**config.mk**
```make
export PLATFORM = sky130hd
export DESIGN_NAME = adder_64bit_serial
export DESIGN_NICKNAME = d
export VERILOG_FILES = /design/src/rtl/adder_64bit_serial.sv
export SDC_FILE = /design/constraint.sdc
export NUM_CORES = 1
export LEC_CHECK = 0
export ABC_AREA = 1
export CELL_PAD_IN_SITES_DETAIL_PLACEMENT = 0
export CELL_PAD_IN_SITES_GLOBAL_PLACEMENT = 1
export CORE_AREA = 5 5 158 160
export DETAILED_ROUTE_END_ITERATION = 10
export DIE_AREA = 0 0 163 165
export HOLD_SLACK_MARGIN = 0.1
export PLACE_DENSITY = 0.95
export SYNTH_ARGS = -nofsm -noshare
export SYNTH_HDL_FRONTEND = slang
export SYNTH_SLANG_ARGS = --single-unit
```
**constraint.sdc**
```tcl
create_clock -name clk -period 8.1 [get_ports clk]
set_input_delay 1.62 -clock clk [delete_from_list [all_inputs] [get_ports clk]]
set_output_delay 1.62 -clock clk [all_outputs]
set_load 0.02 [all_outputs]
```
**src/rtl/adder_64bit_serial.sv**
```systemverilog
// Multi-cycle 64-bit signed adder: A + B + Cin, one CHUNK_W-bit slice per clock, with the carry
// chained through a register. Operands and results move over valid/ready handshakes.
// Optional feature: define ADDER_SUB_MODE_EN to add a Sub input selecting A - B.
module adder_64bit_serial #(
  parameter int unsigned CHUNK_W = 16
) (
  input  logic        clk,
  input  logic        rst_n,
  input  logic        in_valid,
  output logic        in_ready,
  input  logic [63:0] A,
  input  logic [63:0] B,
  input  logic        Cin,
`ifdef ADDER_SUB_MODE_EN
  input  logic        Sub,
`endif
  output logic        out_valid,
  input  logic        out_ready,
  output logic [63:0] Result,
  output logic        Cout,
  output logic        Overflow
);

  localparam int unsigned NUM_CHUNKS = 64 / CHUNK_W;
  localparam int unsigned IdxW       = (NUM_CHUNKS > 1) ? $clog2(NUM_CHUNKS) : 1;

  if ((CHUNK_W == 0) || (64 % CHUNK_W != 0)) begin : gen_bad_chunk
    $error("CHUNK_W must divide 64");
  end

  typedef enum logic [1:0] {StIdle, StRun, StDone} state_e;

  state_e            state_q, state_d;
  logic [63:0]       a_q, a_d;
  logic [63:0]       b_q, b_d;
  logic              carry_q, carry_d;
  logic [IdxW-1:0]   idx_q, idx_d;
  logic [63:0]       result_q, result_d;
  logic              cout_q, cout_d;
  logic              ovf_q, ovf_d;

  logic [CHUNK_W:0]  slice_sum;
  int unsigned       base;

  // State, operand, carry, index and result registers.
  always_ff @(posedge clk or negedge rst_n) begin
    if (!rst_n) begin
      state_q  <= StIdle;
      a_q      <= '0;
      b_q      <= '0;
      carry_q  <= 1'b0;
      idx_q    <= '0;
      result_q <= '0;
      cout_q   <= 1'b0;
      ovf_q    <= 1'b0;
    end else begin
      state_q  <= state_d;
      a_q      <= a_d;
      b_q      <= b_d;
      carry_q  <= carry_d;
      idx_q    <= idx_d;
      result_q <= result_d;
      cout_q   <= cout_d;
      ovf_q    <= ovf_d;
    end
  end

  // Next-state logic: accept in IDLE, one slice per RUN cycle, hold in DONE until drained.
  always_comb begin
    state_d   = state_q;
    a_d       = a_q;
    b_d       = b_q;
    carry_d   = carry_q;
    idx_d     = idx_q;
    result_d  = result_q;
    cout_d    = cout_q;
    ovf_d     = ovf_q;
    base      = CHUNK_W * 32'(idx_q);
    slice_sum = {1'b0, a_q[base +: CHUNK_W]} + {1'b0, b_q[base +: CHUNK_W]}
              + {{CHUNK_W{1'b0}}, carry_q};

    unique case (state_q)
      StIdle: begin
        if (in_valid) begin
          a_d     = A;
          idx_d   = '0;
          state_d = StRun;
`ifdef ADDER_SUB_MODE_EN
          // Subtraction stored as A + ~B + 1 so RUN needs no mode knowledge.
          b_d     = Sub ? ~B : B;
          carry_d = Sub ? 1'b1 : Cin;
`else
          b_d     = B;
          carry_d = Cin;
`endif
        end
      end
      StRun: begin
        result_d[base +: CHUNK_W] = slice_sum[CHUNK_W-1:0];
        carry_d                   = slice_sum[CHUNK_W];
        idx_d                     = idx_q + IdxW'(1);
        if (idx_q == IdxW'(NUM_CHUNKS - 1)) begin
          cout_d  = slice_sum[CHUNK_W];
          // b_q already holds ~B when subtracting, so one rule covers both modes.
          ovf_d   = (a_q[63] == b_q[63]) && (result_d[63] != a_q[63]);
          state_d = StDone;
        end
      end
      StDone: begin
        if (out_ready) begin
          state_d = StIdle;
        end
      end
      default: begin
        state_d = StIdle;
      end
    endcase
  end

  assign in_ready  = (state_q == StIdle);
  assign out_valid = (state_q == StDone);
  assign Result    = result_q;
  assign Cout      = cout_q;
  assign Overflow  = ovf_q;

endmodule

```
After elaboration in Yosys (flattened, before gate mapping) --
Cells that the tools add are included.
Storage, ports and cells: register bits 199, input port bits 133, output and inout bits 68, logic and storage cells 40
Cells by class: add/sub/neg operators 4, eq/ne operators 8, shifts and indexed selects 4, multiplexer cells 9, reduce and logical (&&, ||, !) cells 7
Operators with widths (number):
- $shiftx A64 B7 Y16 | 2
- $bwmux W64 | 1
- $shift A16 B34 Y64 const A | 1
- $shiftx A16 B34 Y64 | 1
- $neg A6 Y34 | 1
- $add A16 B16 Y17 | 1
- $add A17 B1 Y17 | 1
- $mux W2 | 4
- $pmux W2 S3 | 1
- $reduce_and A2 Y1 | 3
- $eq A2 B2 Y1 const B | 2
- $ne A2 B2 Y1 const B | 2
- $pmux W2 S2 | 1
- $reduce_and A3 Y1 | 1
- $add A2 B1 Y2 const B | 1
- $eq A2 B1 Y1 const B | 1
- $logic_not A2 Y1 | 1
- $ne A2 B1 Y1 const B | 1
- $pmux W1 S2 | 1
- $reduce_bool A2 Y1 | 1
- $eq A1 B1 Y1 | 1
- $logic_and A1 B1 Y1 | 1
- $mux W1 | 1
- $ne A1 B1 Y1 | 1

Longest topological paths before layout --
Gate-level depths: netlist (run 1).
depth in word-level cells 7, gate-level depth with buffers 20, mapped depth without buffers 18

Worst setup path after synthesis (run 1) --
OpenSTA, ideal clock, no wires.
path kind register to register, start point reg idx_q[0], end point reg result_q[56] (netlist: Result[56]), library setup time 76 ps, data arrival time 2804 ps, data required time 8024 ps, slack 5220 ps, stages on the path, launching flop included 17, buffers on the path 2, period minus slack after synthesis 2880 ps, cell sequence dfrtp_1 buf_2 clkbuf_1 a21oi_1 a32o_1 fa_1 inv_1 fa_1 nand2_1 nand2_1 o21ai_2 o21ai_4 nand3_2 nand2_2 xor2_2 nand3_2 o21ai_1
On the way: word-level cells in the longest chain between the ends 5, elaborated cells on any way between the ends 8, those cells by class 3 x add/sub; 4 x shift; 1 x mux
Ends and longest elaborated chain:
- start: declaration | line 37 | logic [IdxW-1:0] idx_q, idx_d;
- start signal: assignment | line 61 | idx_q <= idx_d;
- $shiftx A64 B7 Y16 | line 79 | slice_sum = {1'b0, a_q[base +: CHUNK_W]} + {1'b0, b_q[base +: CHUNK_W]}
- $add A16 B16 Y17 | line 79
- $add A17 B1 Y17 | line 80 | + {{CHUNK_W{1'b0}}, carry_q};
- $shiftx A16 B34 Y64 | line 99 | result_d[base +: CHUNK_W] = slice_sum[CHUNK_W-1:0];
- $bwmux W64 * | line 99
- end signal: assignment | line 62 | result_q <= result_d;
- end: declaration | line 38 | logic [63:0] result_q, result_d;
Every way passes the cells marked *; elsewhere a longest branch is shown, timed or not. A chain may end at the register's enable or synchronous reset.

Worst setup path in the final report (run 1) --
start point reg idx_q[0], end point reg result_q[30] (netlist: Result[30])
The elaborated chain is that of the path after synthesis.

==> results of run 1 <==
==> Yosys cell counts, drive strengths merged <==
library cell and count:
nand2 519, dfrtp 199, o21ai 107, nor2 85, inv 37, buf 33
o22ai 31, clkbuf 26, ha 21, nand3 18, a21oi 16, a22o 15
xor2 7, nand4 6, xnor2 6, a32o 3, a31oi 2, clkinv 2
fa 2, nor3 2, o21bai 2, and3 1, nor4 1, o211ai 1
o31ai 1
==> power groups by stage <==
stage / Sequential (µW) / Combinational [µW] / Clock (µW)
global route: 1700 / 3870 / 841
global placement: 1650 / 3420 / 0
floorplan: 1730 / 2260 / 0
CTS: 1650 / 3490 / 795
finish: 1650 / 3470 / 780
detailed placement: 1660 / 3480 / 0
==> cell type report <==
type	instances	area, µm²	area share, %
Clock buffer	22	464	3.83
Clock inverter	9	68.8	0.568
Inverter	39	150	1.24
Multi-Input combinational cell	846	4000	33.0
Sequential cell	199	4980	41.1
Tap cell	319	399	3.29
Timing Repair Buffer	207	2060	17.0
==> worst register-to-register path, delay by kind of cell, from the launching register on <==
family,cells,cell delay [ns]
simple gates,7,0.84
xor+xnor,1,0.34
flops,1,0.41
compound gates,3,0.60
buf+inv,3,0.95
fa+ha+maj,2,0.57
==> worst max path at each step <==
stage                     slack, ns  cells past startpoint    endpoint
after global placement         4.03                      7    idx_q[0]
after floorplan                5.22                     16  Result[56]
after detailed placement       4.01                      7    idx_q[0]
after CTS                      4.34                     16  Result[30]
final                          4.32                     16  Result[30]
after global routing           4.08                     16  Result[62]
==> logic make-up after synthesis <==
family	count (synthesis)	share of synthesized area [%]
AND/OR/NAND/NOR	632	26.6
flip-flops	199	53.1
AO/OA/AOI/OAI	178	11.2
buffers and inverters	98	4.25
adder cells (fa/ha/maj)	23	3.23
XOR/XNOR	13	1.54
==> per-stage QoR <==
step / hold slack [ns] / area [µm²] / total power [µW] / setup slack (ns)
after CTS: 0.478 / 12100 / 5930 / 4.34
final: 0.474 / 12100 / 5900 / 4.32
after floorplan: 0.444 / 9370 / 3990 / 5.22
after global routing: 0.489 / 12100 / 6410 / 4.08
after global placement: 0.457 / 11600 / 5070 / 4.03
after detailed placement: 0.460 / 11600 / 5140 / 4.01
==> registers in the layout, indices dropped and copies added, names as in the netlist <==
register,flops
carry_q,1
a_q,64
Cout,1
idx_q,2
b_q,64
Result,64
Overflow,1
state_q,2
==> layer usage <==
layer	wire [µm]	part of all wire (%)
met4	316	1.2
met3	1790	6.8
met2	12300	47
met1	11800	45
met5	0	0
==> metrics.cfg, run 1 <==
[synth]
synth_seq_cells=199
ys_seq_area_share_pct=53.1
yosys.area.top_type_share_pct=53.1
yosysUniqueCellTypes=40
syn_area_um2=9370
syn_area_per_cell_um2=8.20
synthTopCellsByArea=dfrtp_1 53%, nand2_1 21%, o21ai_0 4.1%
syn_nets=1299
synthCells=1143
synth_warnings=0
yosys.area.top_type=dfrtp_1

[critical_path]
critPathKind=reg -> reg
path_cells=inv_2 > buf_4 > nand2_1 > a32o_1 > fa_1 > inv_1 > fa_1 > nand2_1 > nand2_1 > o21ai_2 > o21ai_4 > nand4_1 > nand2_1 > xor2_2 > nand4_1 > nand2_1
required_ns=8.46
reg2reg_from=idx_q[0]
crit_family=buffers and inverters
r2r_end=Result[30]
worstSetupStartpoint=idx_q[0]
cpPeakStageDelay_ns=0.51
r2r_setup_slack_ns=4.32
cp_max_fo=46
crit_top_cell=nand2_1
cp_num_buf_inv=3
cp-start-kind=flip-flop
worstPathArrival_ns=4.14
slowest_stage=buf_4
critPathCaptureType=flip-flop
r2r_cells=16

[clock_network]
cts_setup_buffers=0
cts_resized=0
numCtsBuffers=17
htreeDepth=4
clock_latency_ns=0.43
cts_tree=yes
cts_sinks=199
path_clk_slew_ns=0.07
postCtsHoldBufs=0
root_buffer=clkbuf_16
cts_buffer_depth=2

[routing]
drc=0
antenna_left=0
drt_iter0_drc=599
avgRoutedWirePerCell_um=16.0
routed_wl_um=26200
first_pass_iters=5
via_per_inst=5.00
vias=8211

[power_and_ir_drop]
netSwitchingFraction_pct=48.9
clkPwrFrac_pct=13.2
p_leak_uw=0.00589
pwr_density_cell_nw_per_um2=487
peakVddDrop_mv=0.266
combPwrFrac_pct=58.9
p_sw_uw=2890
internal_power_uw=3020
seqPwrFrac_pct=27.9

[global_route]
overflow=0
grt_pass1_vias=8049
grt-busiest-layer=met2
met1_usage_pct=28.1
gr-usage-met3_pct=3.39
grt_util_met2_pct=32.0
grt_use_total_pct=19.8
grt_max_degree=123
grt_pass1_wl_um=42400
antenna_found_initial=0

[cells_and_area]
finalNetCount=1466
final_core_util_pct=52.1
layout_commonest_cell=nand2_1
num_antenna_cells=0
fin_cells=1641
fill_cells=2214
area_delta_synth_final_pct=29.4
layout_common_cells=512 x nand2_1, 199 x clkdlybuf4s50_1, 198 x dfrtp_1
drive_gt1_share_pct=5.60

[die]
start_util_pct=40.3
dieArea_um2=26900
num_rows=56
die_w_um=163
core_area_um2=23300
die_y_um=165
ioPinCount=201

[timing]
max_freq_ghz=0.265
relSlewSlack_pct=30.4
fin_worst_skew_ns=0.0105
hold_viol=0
tightest_slew_ns=1.04
layout_min_cycle_time_ns=3.78
rsz0062_at_grt=no
setup-tns-final_ns=0
setup_viol=0
fin_crit_sh_pct=46.6
drv_slew=0

[place]
post-dp-hpwl_um=18800
numPortBuffers=200
routabilityCongestion=0.826
dpl.cell_count=1610

[worst_hold_path]
holdPathStages=2
hold_end=b_q[25]
min-delay-start=b_q[25]
min_path_type=reg -> reg

[outcome]
status=complete, no violations

[flow_run]
drv_cap=0

Power figures use the tool's default switching activity.
==> run 2, diff against run 1 <==
- CORE_AREA: 5 5 158 160 -> 5 5 173 175
- DIE_AREA: 0 0 163 165 -> 0 0 178 180
- PLACE_DENSITY: 0.95 -> 0.85
- clock period: 8.1 -> 3.3 ns (I/O delays scaled with it)
==> run 2 against run 1 <==
Net effect: final cell count up 4.5%; register-to-register slack worse by 4.0 ns; sequential cell count unchanged; global-route usage down 2.1 points; count of clock-buffer cells in the layout down 3; power rose to 2.5 times the previous value.
==> metrics.cfg, run 2 (synthesized netlist as in run 1, its figures left out) <==
[clock_network]
root_buffer=clkbuf_16  ; unchanged
htreeDepth=4  ; unchanged
clock_latency_ns=0.44  ; was 0.43 ns
cts_buffer_depth=2  ; unchanged
postCtsHoldBufs=0  ; unchanged
path_clk_slew_ns=0.07  ; about the same
cts_sinks=199  ; unchanged
numCtsBuffers=17  ; unchanged
cts_tree=yes  ; unchanged

[place]
dpl.cell_count=1683  ; was 1,610
numPortBuffers=200  ; unchanged
post-dp-hpwl_um=21100  ; was 18,800 µm
routabilityCongestion=0.879  ; was 0.826
dpl_cell_area_um2=11800  ; was 11,600 µm²

[global_route]
grt_use_total_pct=17.7  ; was 19.8%
antenna_found_initial=0  ; unchanged
overflow=0  ; unchanged
grt_pass1_vias=8157  ; was 8,049
grt_pass1_wl_um=44800  ; was 42,400 µm
grt_max_degree=128  ; was 123

[critical_path]
critPathKind=reg -> reg  ; unchanged
crit_top_cell=nand2_1  ; unchanged
required_ns=3.60  ; was 8.46 ns
slowest_stage=buf_4  ; unchanged
cpPeakStageDelay_ns=0.45  ; was 0.51 ns
crit_family=compound AO/OA/AOI/OAI gates  ; was buffers and inverters
cp_max_fo=41  ; was 46
path_cells=buf_4 > o21ai_0 > o22ai_1 > ha_1 > a21oi_1 > nand2_1 > a21oi_2 > o21bai_2 > xnor2_1 > nor2_1 > nand2_1 > o21ai_1  ; was inv_2 > buf_4 > nand2_1 > a32o_1 > fa_1 > inv_1 > fa_1 > nand2_1 > nand2_1 > o21ai_2 > o21ai_4 > nand4_1 > nand2_1 > xor2_2 > nand4_1 > nand2_1
cp_num_buf_inv=1  ; was 3
critPathCaptureType=flip-flop  ; unchanged
cp-start-kind=flip-flop  ; unchanged
worstPathArrival_ns=3.30  ; was 4.14 ns

[cells_and_area]
drive_gt1_share_pct=6.46  ; was 5.60%
finalNetCount=1474  ; was 1,466
num_antenna_cells=0  ; unchanged
fin_cells=1715  ; was 1,641
fin_area_um2=12400  ; was 12,100 µm²
final_core_util_pct=43.8  ; was 52.1%
area_delta_synth_final_pct=32.3  ; was 29.4%
layout_commonest_cell=nand2_1  ; unchanged
layout_common_cells=512 x nand2_1, 199 x clkdlybuf4s50_1, 198 x dfrtp_1  ; unchanged
fill_cells=2808  ; was 2,214

[timing]
hold_viol=0  ; unchanged
layout_min_cycle_time_ns=3.00  ; was 3.78 ns
setup-tns-final_ns=0  ; unchanged
max_freq_ghz=0.333  ; was 0.265 GHz
relSlewSlack_pct=51.0  ; was 30.4%
fin_worst_skew_ns=0.0145  ; was 0.0105 ns
rsz0062_at_grt=no  ; unchanged
drv_slew=0  ; unchanged
fin_crit_sh_pct=90.9  ; was 46.6%
setup_viol=0  ; unchanged
tightest_slew_ns=0.736  ; was 1.04 ns

[die]
num_rows=62  ; was 56
ioPinCount=201  ; unchanged
dieArea_um2=32000  ; was 26,900 µm²
core_area_um2=28300  ; was 23,300 µm²
die_y_um=180  ; was 165 µm
die_w_um=178  ; was 163 µm
start_util_pct=33.1  ; was 40.3%

[routing]
via_per_inst=4.87  ; was 5.00
avgRoutedWirePerCell_um=16.7  ; was 16.0 µm
vias=8358  ; was 8,211
drt_iter0_drc=726  ; was 599
antenna_left=0  ; unchanged
routed_wl_um=28600  ; was 26,200 µm
first_pass_iters=5  ; unchanged
drc=0  ; unchanged

[power_and_ir_drop]
pwr_density_cell_nw_per_um2=1200  ; was 487 nW/µm²
peakVddDrop_mv=0.633  ; was 0.266 mV
p_leak_uw=0.00599  ; was 0.00589 µW

[outcome]
status=complete, no violations  ; unchanged

[flow_run]
drv_cap=0  ; unchanged

[worst_hold_path]
min_path_type=in -> async  ; was reg -> reg

## run 2: through the flow
stage               power (µW)  setup slack [ns]  hold slack (ns)
floorplan                 9790             0.420            0.364
global placement         12700             0.393            0.458
detailed placement       12800             0.308            0.461
CTS                      14900             0.280            0.315
global route             16100            0.0674            0.337
finish                   14900             0.300            0.290
## run 2: cell type report
cell class | count | area [µm²] | share of cell area, %
sequential | 199 | 4980 | 40.2
multi-input combinational | 846 | 4000 | 32.3
timing repair buffer | 215 | 2200 | 17.7
tap | 384 | 480 | 3.88
clock buffer | 19 | 453 | 3.65
inverter | 39 | 150 | 1.21
clock inverter | 13 | 133 | 1.07
## run 2: routing by layer
layer  vias up  wire length [µm]  global-route usage, %
met5         -                 0                      0
met4         0               382                   3.68
met3        21              1810                   4.14
met1      4014             13000                   24.9
met2       300             13400                   27.9
li1       4023                 -                      -
## run 2: path summary, 6_finish.rpt
check | from | end | slack [ns] | cells past startpoint
worst min register to register | b_q[22] | b_q[22] | 0.48 | 2
worst max-delay path | idx_q[0] | Result[57] | 0.30 | 12
max in group asynchronous | rst_n | a_q[5] | 2.24 | 2
min in group clk | b_q[22] | b_q[22] | 0.48 | 2
worst min-delay path | rst_n | Result[50] | 0.29 | 1
worst max register to register | idx_q[0] | Result[57] | 0.30 | 12
## run 2: report_power, final
group	leakage (µW)	internal (µW)	switching [µW]
Sequential	0.00255	3480	622
Clock	0.000288	1100	975
Combinational	0.00315	3020	5670
## run 2: repair_timing
action	in CTS	in global routing
setup endpoints to repair	0	1
buffers inserted	0	0
resized for setup	0	1
==> run 3, diff against run 2 <==
- HOLD_SLACK_MARGIN: 0.1 -> not set
==> results of run 3 <==
No change in the layout: final DEF, timing and power equal those of run 2.
